<file path="config.mk">
export PLATFORM = sky130hd
export DESIGN_NAME = wb_drain_flat
export DESIGN_NICKNAME = d
export VERILOG_FILES = /design/src/rtl/wb_drain_if.sv /design/src/rtl/wb_drain.sv /design/src/flat_wrapper.sv
export SDC_FILE = /design/constraint.sdc
export NUM_CORES = 1
export LEC_CHECK = 0
export CAP_MARGIN = 20
export CORE_UTILIZATION = 41
export CTS_CLUSTER_SIZE = 25
export DETAILED_ROUTE_END_ITERATION = 10
export GPL_TIMING_DRIVEN = 0
export PLACE_DENSITY_LB_ADDON = 0.05
export SLEW_MARGIN = 20
export SYNTH_ARGS = -nofsm -noshare
export SYNTH_HDL_FRONTEND = slang
export SYNTH_SLANG_ARGS = --single-unit
</file>
<file path="constraint.sdc">
create_clock -name sClk_i -period 2.8 [get_ports sClk_i]
set_input_delay 0.28 -clock sClk_i [delete_from_list [all_inputs] [get_ports sClk_i]]
set_output_delay 0.28 -clock sClk_i [all_outputs]
set_load 0.03 [all_outputs]
</file>
<file path="src/rtl/wb_drain_if.sv">
// wb_drain_if: FIFO head/compare, cache-read hazard, flush control and memory-port signals of the drain engine.
// master is the drain engine's view; slave is the surrounding FIFO/arbiter view.
interface wb_drain_if #(
    parameter int W_ADDR        = 32,
    parameter int W_DATA        = 32,
    parameter int C_NUMBERWORDS = 4
);
    logic                              FifoEmpty_i;
    logic [W_ADDR+W_DATA/8+W_DATA-1:0] FifoReadData_i;
    logic                              FifoRead_o;
    logic                              FifoCompareEn_o;
    logic [W_ADDR-3:0]                 FifoCompareData_o;
    logic [C_NUMBERWORDS-1:0]          FifoCompareResult_i;
    logic                              RdReq_i;
    logic [W_ADDR-1:0]                 RdAddr_i;
    logic                              RdHazard_oc;
    logic                              Pause_i;
    logic                              Flush_i;
    logic                              FlushDone_o;
    logic                              MemValid_o;
    logic [W_ADDR-1:0]                 MemAddr_o;
    logic [W_DATA-1:0]                 MemWData_o;
    logic [W_DATA/8-1:0]               MemWstrb_o;
    logic                              MemReady_i;
    logic                              Timeout_o;

    modport master (
        input  FifoEmpty_i, FifoReadData_i, FifoCompareResult_i, RdReq_i, RdAddr_i,
               Pause_i, Flush_i, MemReady_i,
        output FifoRead_o, FifoCompareEn_o, FifoCompareData_o, RdHazard_oc, FlushDone_o,
               MemValid_o, MemAddr_o, MemWData_o, MemWstrb_o, Timeout_o
    );

    modport slave (
        output FifoEmpty_i, FifoReadData_i, FifoCompareResult_i, RdReq_i, RdAddr_i,
               Pause_i, Flush_i, MemReady_i,
        input  FifoRead_o, FifoCompareEn_o, FifoCompareData_o, RdHazard_oc, FlushDone_o,
               MemValid_o, MemAddr_o, MemWData_o, MemWstrb_o, Timeout_o
    );
endinterface

</file>
<file path="src/rtl/wb_drain.sv">
// wb_drain: pops buffered stores from the write-buffer FIFO head and issues them on the memory port,
// flags read-after-write hazards and handles flush and timeout.
module wb_drain #(
    parameter int W_ADDR        = 32,
    parameter int W_DATA        = 32,
    parameter int C_NUMBERWORDS = 4,
    parameter int C_TIMEOUT     = 255
) (
    input logic        sClk_i,
    input logic        snRst_i,
    wb_drain_if.master bus
);
    localparam int W_STRB = W_DATA / 8;
    localparam int W_CNT  = $clog2(C_TIMEOUT + 1);

    typedef enum logic {IDLE, ISSUE} state_t;

    state_t            r_state;
    state_t            w_next;
    logic [W_CNT-1:0]  r_cnt;
    logic              r_flush;
    logic              r_timeout;
    logic [W_ADDR-1:0] r_addr;
    logic [W_DATA-1:0] r_data;
    logic [W_STRB-1:0] r_strb;
    logic              w_launch;
    logic              w_expire;
    logic              w_done;
    logic              w_unused;

    always_comb begin
        w_launch = ~bus.FifoEmpty_i & (~bus.Pause_i | r_flush) & ((r_state == IDLE) | bus.MemReady_i);
        w_expire = (r_state == ISSUE) & ~bus.MemReady_i & (r_cnt == W_CNT'(C_TIMEOUT - 1));
        w_done   = r_flush & bus.FifoEmpty_i & (r_state == IDLE);
        w_next   = w_launch ? ISSUE :
                   ((r_state == ISSUE) & (bus.MemReady_i | w_expire)) ? IDLE : r_state;
    end

    always_ff @(posedge sClk_i or negedge snRst_i) begin
        if (!snRst_i) r_state <= IDLE;
        else          r_state <= w_next;
    end

    always_ff @(posedge sClk_i or negedge snRst_i) begin
        if (!snRst_i) begin
            r_addr    <= '0;
            r_data    <= '0;
            r_strb    <= '0;
            r_cnt     <= '0;
            r_flush   <= 1'b0;
            r_timeout <= 1'b0;
        end else begin
            if (w_launch) {r_addr, r_strb, r_data} <= bus.FifoReadData_i;
            if (w_launch) r_cnt <= '0;
            else if ((r_state == ISSUE) && !bus.MemReady_i && (r_cnt != W_CNT'(C_TIMEOUT))) r_cnt <= r_cnt + W_CNT'(1);
            r_timeout <= r_timeout | w_expire;
            // a flush arriving in the completion cycle is absorbed into that completion
            r_flush   <= ~w_done & (r_flush | bus.Flush_i);
        end
    end

    // the popped entry lives only in the Mem* registers, so it is compared here as well as in the FIFO
    assign bus.RdHazard_oc       = bus.RdReq_i & (|bus.FifoCompareResult_i[C_NUMBERWORDS-1:0] |
                                   ((r_state == ISSUE) & (r_addr[W_ADDR-1:2] == bus.RdAddr_i[W_ADDR-1:2])));
    assign bus.FifoRead_o        = w_launch & snRst_i;
    assign bus.FifoCompareEn_o   = bus.RdReq_i;
    assign bus.FifoCompareData_o = bus.RdAddr_i[W_ADDR-1:2];
    assign bus.FlushDone_o       = w_done;
    assign bus.MemValid_o        = (r_state == ISSUE);
    assign bus.MemAddr_o         = r_addr;
    assign bus.MemWData_o        = r_data;
    assign bus.MemWstrb_o        = r_strb;
    assign bus.Timeout_o         = r_timeout;
    assign w_unused              = &{1'b0, bus.RdAddr_i[1:0]};
endmodule
</file>
<file path="src/flat_wrapper.sv">
// flat-port wrapper written by rule: the top's interface ports become plain ports
module wb_drain_flat 
#(
    parameter int W_ADDR        = 32,
    parameter int W_DATA        = 32,
    parameter int C_NUMBERWORDS = 4,
    parameter int C_TIMEOUT     = 255
)
  (sClk_i, snRst_i, bus_FifoEmpty_i, bus_FifoReadData_i, bus_FifoCompareResult_i, bus_RdReq_i, bus_RdAddr_i, bus_Pause_i, bus_Flush_i, bus_MemReady_i, bus_FifoRead_o, bus_FifoCompareEn_o, bus_FifoCompareData_o, bus_RdHazard_oc, bus_FlushDone_o, bus_MemValid_o, bus_MemAddr_o, bus_MemWData_o, bus_MemWstrb_o, bus_Timeout_o);
  wb_drain_if #(.W_ADDR(W_ADDR), .W_DATA(W_DATA), .C_NUMBERWORDS(C_NUMBERWORDS)) bus_i ();
  input logic sClk_i;
  input logic snRst_i;
  input wire logic [$bits(bus_i.FifoEmpty_i)-1:0] bus_FifoEmpty_i;
  input wire logic [$bits(bus_i.FifoReadData_i)-1:0] bus_FifoReadData_i;
  input wire logic [$bits(bus_i.FifoCompareResult_i)-1:0] bus_FifoCompareResult_i;
  input wire logic [$bits(bus_i.RdReq_i)-1:0] bus_RdReq_i;
  input wire logic [$bits(bus_i.RdAddr_i)-1:0] bus_RdAddr_i;
  input wire logic [$bits(bus_i.Pause_i)-1:0] bus_Pause_i;
  input wire logic [$bits(bus_i.Flush_i)-1:0] bus_Flush_i;
  input wire logic [$bits(bus_i.MemReady_i)-1:0] bus_MemReady_i;
  output wire logic [$bits(bus_i.FifoRead_o)-1:0] bus_FifoRead_o;
  output wire logic [$bits(bus_i.FifoCompareEn_o)-1:0] bus_FifoCompareEn_o;
  output wire logic [$bits(bus_i.FifoCompareData_o)-1:0] bus_FifoCompareData_o;
  output wire logic [$bits(bus_i.RdHazard_oc)-1:0] bus_RdHazard_oc;
  output wire logic [$bits(bus_i.FlushDone_o)-1:0] bus_FlushDone_o;
  output wire logic [$bits(bus_i.MemValid_o)-1:0] bus_MemValid_o;
  output wire logic [$bits(bus_i.MemAddr_o)-1:0] bus_MemAddr_o;
  output wire logic [$bits(bus_i.MemWData_o)-1:0] bus_MemWData_o;
  output wire logic [$bits(bus_i.MemWstrb_o)-1:0] bus_MemWstrb_o;
  output wire logic [$bits(bus_i.Timeout_o)-1:0] bus_Timeout_o;
  assign bus_i.FifoEmpty_i = bus_FifoEmpty_i;
  assign bus_i.FifoReadData_i = bus_FifoReadData_i;
  assign bus_i.FifoCompareResult_i = bus_FifoCompareResult_i;
  assign bus_i.RdReq_i = bus_RdReq_i;
  assign bus_i.RdAddr_i = bus_RdAddr_i;
  assign bus_i.Pause_i = bus_Pause_i;
  assign bus_i.Flush_i = bus_Flush_i;
  assign bus_i.MemReady_i = bus_MemReady_i;
  assign bus_FifoRead_o = bus_i.FifoRead_o;
  assign bus_FifoCompareEn_o = bus_i.FifoCompareEn_o;
  assign bus_FifoCompareData_o = bus_i.FifoCompareData_o;
  assign bus_RdHazard_oc = bus_i.RdHazard_oc;
  assign bus_FlushDone_o = bus_i.FlushDone_o;
  assign bus_MemValid_o = bus_i.MemValid_o;
  assign bus_MemAddr_o = bus_i.MemAddr_o;
  assign bus_MemWData_o = bus_i.MemWData_o;
  assign bus_MemWstrb_o = bus_i.MemWstrb_o;
  assign bus_Timeout_o = bus_i.Timeout_o;
  wb_drain #(.W_ADDR(W_ADDR), .W_DATA(W_DATA), .C_NUMBERWORDS(C_NUMBERWORDS), .C_TIMEOUT(C_TIMEOUT)) u_core (.sClk_i(sClk_i), .snRst_i(snRst_i), .bus(bus_i));
endmodule
</file>
==> results by stage <==
Run status:
- The flow ran to the end, and the final reports show no timing, DRC or antenna violations.

Clock tree:
- The number of setup buffers added after CTS is 0.
- Clock tree synthesis found a total of 79 sinks.
- No sink is reached through more buffers than the 2 on the longest clock path.
- The TritonCTS clock tree is built.
- The number of buffers created by CTS is 9.
- The insertion delay of the later-clocked pin in the worst-skew pair is 340 ps.
- The H-tree level count is 3.
- After clock tree synthesis, the clock-pin slew on the worst setup and hold paths is 80 ps.
- The root buffer cell chosen for the clock tree is clkbuf_8.

Synthesis:
- For this run, the leading register cell type out of synthesis is dfrtp_1.
- The share of flip-flops with an asynchronous set or reset after synthesis is 100.0%.
- Dividing the synthesized area by the synthesized cell count gives 13.67 um2.
- The gate count after technology mapping is 269.
- The net count of the mapped netlist is 382.
- The count of cell types in the netlist is 29.
- The number of flops mapped to enable cells by yosys is 0.
- By instance count, the leading cell after synthesis is dfrtp_1.
- The proportion of netlist area held by the largest area contributor is 53.78%.
- In the synthesized netlist, the cells that appear most often are dfrtp_1, mux2_2, buf_4.
- By area the synthesized netlist is led by dfrtp_1, mux2_2, buf_4, xnor2_1, xor2_1.
- The count of warnings emitted by yosys is 0.
- dfrtp_1 takes more of the synthesized area than any other cell.
- Summing every instance area after synthesis gives 3676 um2.
- After synthesis, flip-flops and latches occupy 53.78% of the total area.
- After synthesis the netlist holds a flip-flop and latch count of 79.

Timing:
- Setup repair after global routing left no endpoint under its margin.
- The relative slew slack is 64.34%.
- The minimum period implied by the final worst setup slack is 2649 ps.
- The number of endpoints with negative hold slack in the final report came to 0.
- The maximum frequency from static timing analysis is 377.5 MHz.
- The clock tree skew after final layout is 9.866 ps.
- The number of setup violations in the final report is 0.
- The number of max-slew violations in the final report was 0.
- The post-route clock period utilization is 94.62%.
- The final-layout setup total negative slack is 0 ps.
- For the pin with the worst max-slew slack, the measured transition is 535.0 ps.

GRT:
- The via count of the first global-routing pass is 3,143.
- The remaining global-route overflow is 0.
- The number of antenna violations at the first check in global routing is 0.
- The global routing usage summed across all routing layers is 21.68%.
- Entering global routing, the biggest net connects 43 pins.
- The global-route wire length before repair is 16.01 mm.

Floorplanning:
- The top-level port count is 215.
- The row count is 34.
- The die extent in y is 96.69 um.
- The placeable core region is 8721 um2.
- The total die area is 9349 um2.
- The initial standard-cell utilization of the core is 42.15%.
- Measured along the x axis, the die boundary spans 96.69 um.

Worst setup path:
- STA classifies the critical path startpoint as a flip-flop.
- Data on the critical path is required at its endpoint by 2520 ps.
- Along the worst path, the maximum fanout reaches 10.
- The data arrival time of the worst path is 2370 ps.
- The setup path with the least slack is of type flip-flop to output pin.
- The critical path capture point type is an output pin.

Run:
- Max-cap violations in this run came to 0.

Cells and area:
- The number of antenna cells inserted is 0.
- The layout has 674 filler cells.
- The post-route netlist has 23.45% of its cells at a drive strength greater than 1.
- The area added between synthesis and finish is 67.26%.
- Cells fill 70.50% of the core in the end.
- Leaving out filler cells and counting taps, the final layout contains 607.
- The number of nets in the finished design is 607.

Detailed routing:
- The detailed router's first-iteration violation count is 53.
- In the final routed layout, each cell accounts on average for 16.11 um.
- The routed design has 9.777 mm of wire.
- The routed layout has 2,882 vias.
- The number of detailed-routing iterations run before antenna repair is 6.
- After detailed routing, the number of vias per cell comes to 4.748.
- The residual antenna-violating net count after detailed routing is 0.
- In the routed design, unresolved DRC markers number 0.

Power and ir drop:
- The worst voltage drop across the vdd grid is 0.0004509 V.
- Summed over all cells, the static leakage comes to 2.528 nW.
- The power density over the cells is 677.3 nW/um2.

Placed design:
- Port buffering added 212 buffers.
- Routability-driven placement finished with a final weighted congestion of 0.7764.
- The total half-perimeter wirelength after legalization and detailed placement is 7.744 mm.
- Counting tap cells, the placed design contains a total of 590 instances.

Min path:
- The type of the worst min-delay path is input port to async pin.
==> cells by family after synthesis <==
logic type                 Yosys count  share of synthesized area (%)
buffers and inverters               40                          7.828
xor gates and xnor gates            36                          8.577
and+or+nand+nor                     37                          6.024
DFF                                 79                          53.78
adders and majority gates            2                         0.6806
AOI/OAI and AO/OA                    6                          2.008
muxes                               69                          21.10
==> where the power goes <==
part | switching (mW) | total [mW] | leakage, nW | internal, mW
clock network | 0.411 | 0.824 | 0.0895 | 0.413
registers | 0.183 | 1.57 | 0.940 | 1.39
logic | 0.891 | 1.77 | 1.50 | 0.881
==> final cells by class <==
| type | instances | area, um2 | share of cell area, % |
|---|---|---|---|
| multi-input combinational | 150 | 1411 | 22.95 |
| timing repair buffer | 214 | 2147 | 34.92 |
| buffer | 39 | 284.0 | 4.619 |
| tap | 108 | 135.1 | 2.198 |
| inverter | 1 | 3.754 | 0.06105 |
| clock buffer | 11 | 131.4 | 2.137 |
| clock inverter | 5 | 58.81 | 0.9565 |
| sequential | 79 | 1977 | 32.15 |
==> per-layer routing <==
layer	global-route usage (%)	wire [um]	up-vias
li1	-	-	1345
met1	24.80	3759	1386
met2	38.14	5002	139
met3	7.009	877	12
met4	7.118	138	0
met5	0	0	-
==> final timing paths <==
path                                                   startpoint                              endpoint  slack (ps)  cells after the start
worst max register to register  u_core.bus.MemValid_o$_DFFE_PN0P_  u_core.bus.MemAddr_o[24]$_DFFE_PN0P_         850                      5
worst min-delay path                                      snRst_i              u_core.r_flush$_DFF_PN0_         470                      2
worst min register to register     u_core.bus.Timeout_o$_DFF_PN0_        u_core.bus.Timeout_o$_DFF_PN0_         490                      1
worst max-delay path            u_core.bus.MemValid_o$_DFFE_PN0P_                        bus_FifoRead_o         150                      6
min in group sClk_i                u_core.bus.Timeout_o$_DFF_PN0_        u_core.bus.Timeout_o$_DFF_PN0_         490                      1
max in group asynchronous                                 snRst_i  u_core.bus.MemAddr_o[30]$_DFFE_PN0P_        1730                      3
==> timing repair <==
item | CTS | global route
setup endpoints to repair | 2 | 0
endpoints found under the hold margin | 40 | 0
hold buffers | 1 | 0
gates resized for setup | 2 | 0
==> placed cells by master, fill, tap and decap left out, types with 2 or more instances in the layout <==
master           netlist  layout
clkbuf_8               0       9
nand4_1                8       8
xor2_1                15      15
nand2b_1               2       2
mux2_1                11      11
buf_4                 33      34
dfrtp_1               79      79
nor2_1                 9       9
ha_1                   2       2
nand3_1                3       3
clkinvlp_4             0       2
mux2_2                57      57
dlygate4sd2_1          0       2
clkbuf_1               0       2
nor4_1                 5       5
a21o_1                 2       2
clkdlybuf4s50_1        0     209
buf_2                  5       5
nand2_1                3       3
xnor2_1               21      21
==> critical path, stage by stage (launching register included) <==
cell,delay (ps)
dfrtp_1,470
and2b_1,230
nor3_4,320
buf_4,270
buf_4,200
and2_1,140
dlygate4sd2_1,390
==> flip-flops by register name (all words and copies together) (netlist names) <==
name / cells
u_core.r_flush: 1
u_core.bus.MemWData_o: 32
u_core.bus.Timeout_o: 1
u_core.bus.MemValid_o: 1
u_core.r_cnt: 8
u_core.bus.MemWstrb_o: 4
u_core.bus.MemAddr_o: 32
==> stage by stage <==
stage,worst slack [ps],power (mW),area (um2),hold WS (ps)
4_1_cts,83.17,4.214,6148,483.6
3_3_place_gp,-1925,3.342,5933,459.9
2_1_floorplan,661.9,2.542,3676,-15.59
3_5_place_dp,-143.5,3.379,5951,304.1
6_report,150.6,4.164,6148,471.0
5_1_grt,2.687,4.360,6148,520.2
Note: power is estimated with default switching activity, not from simulation.
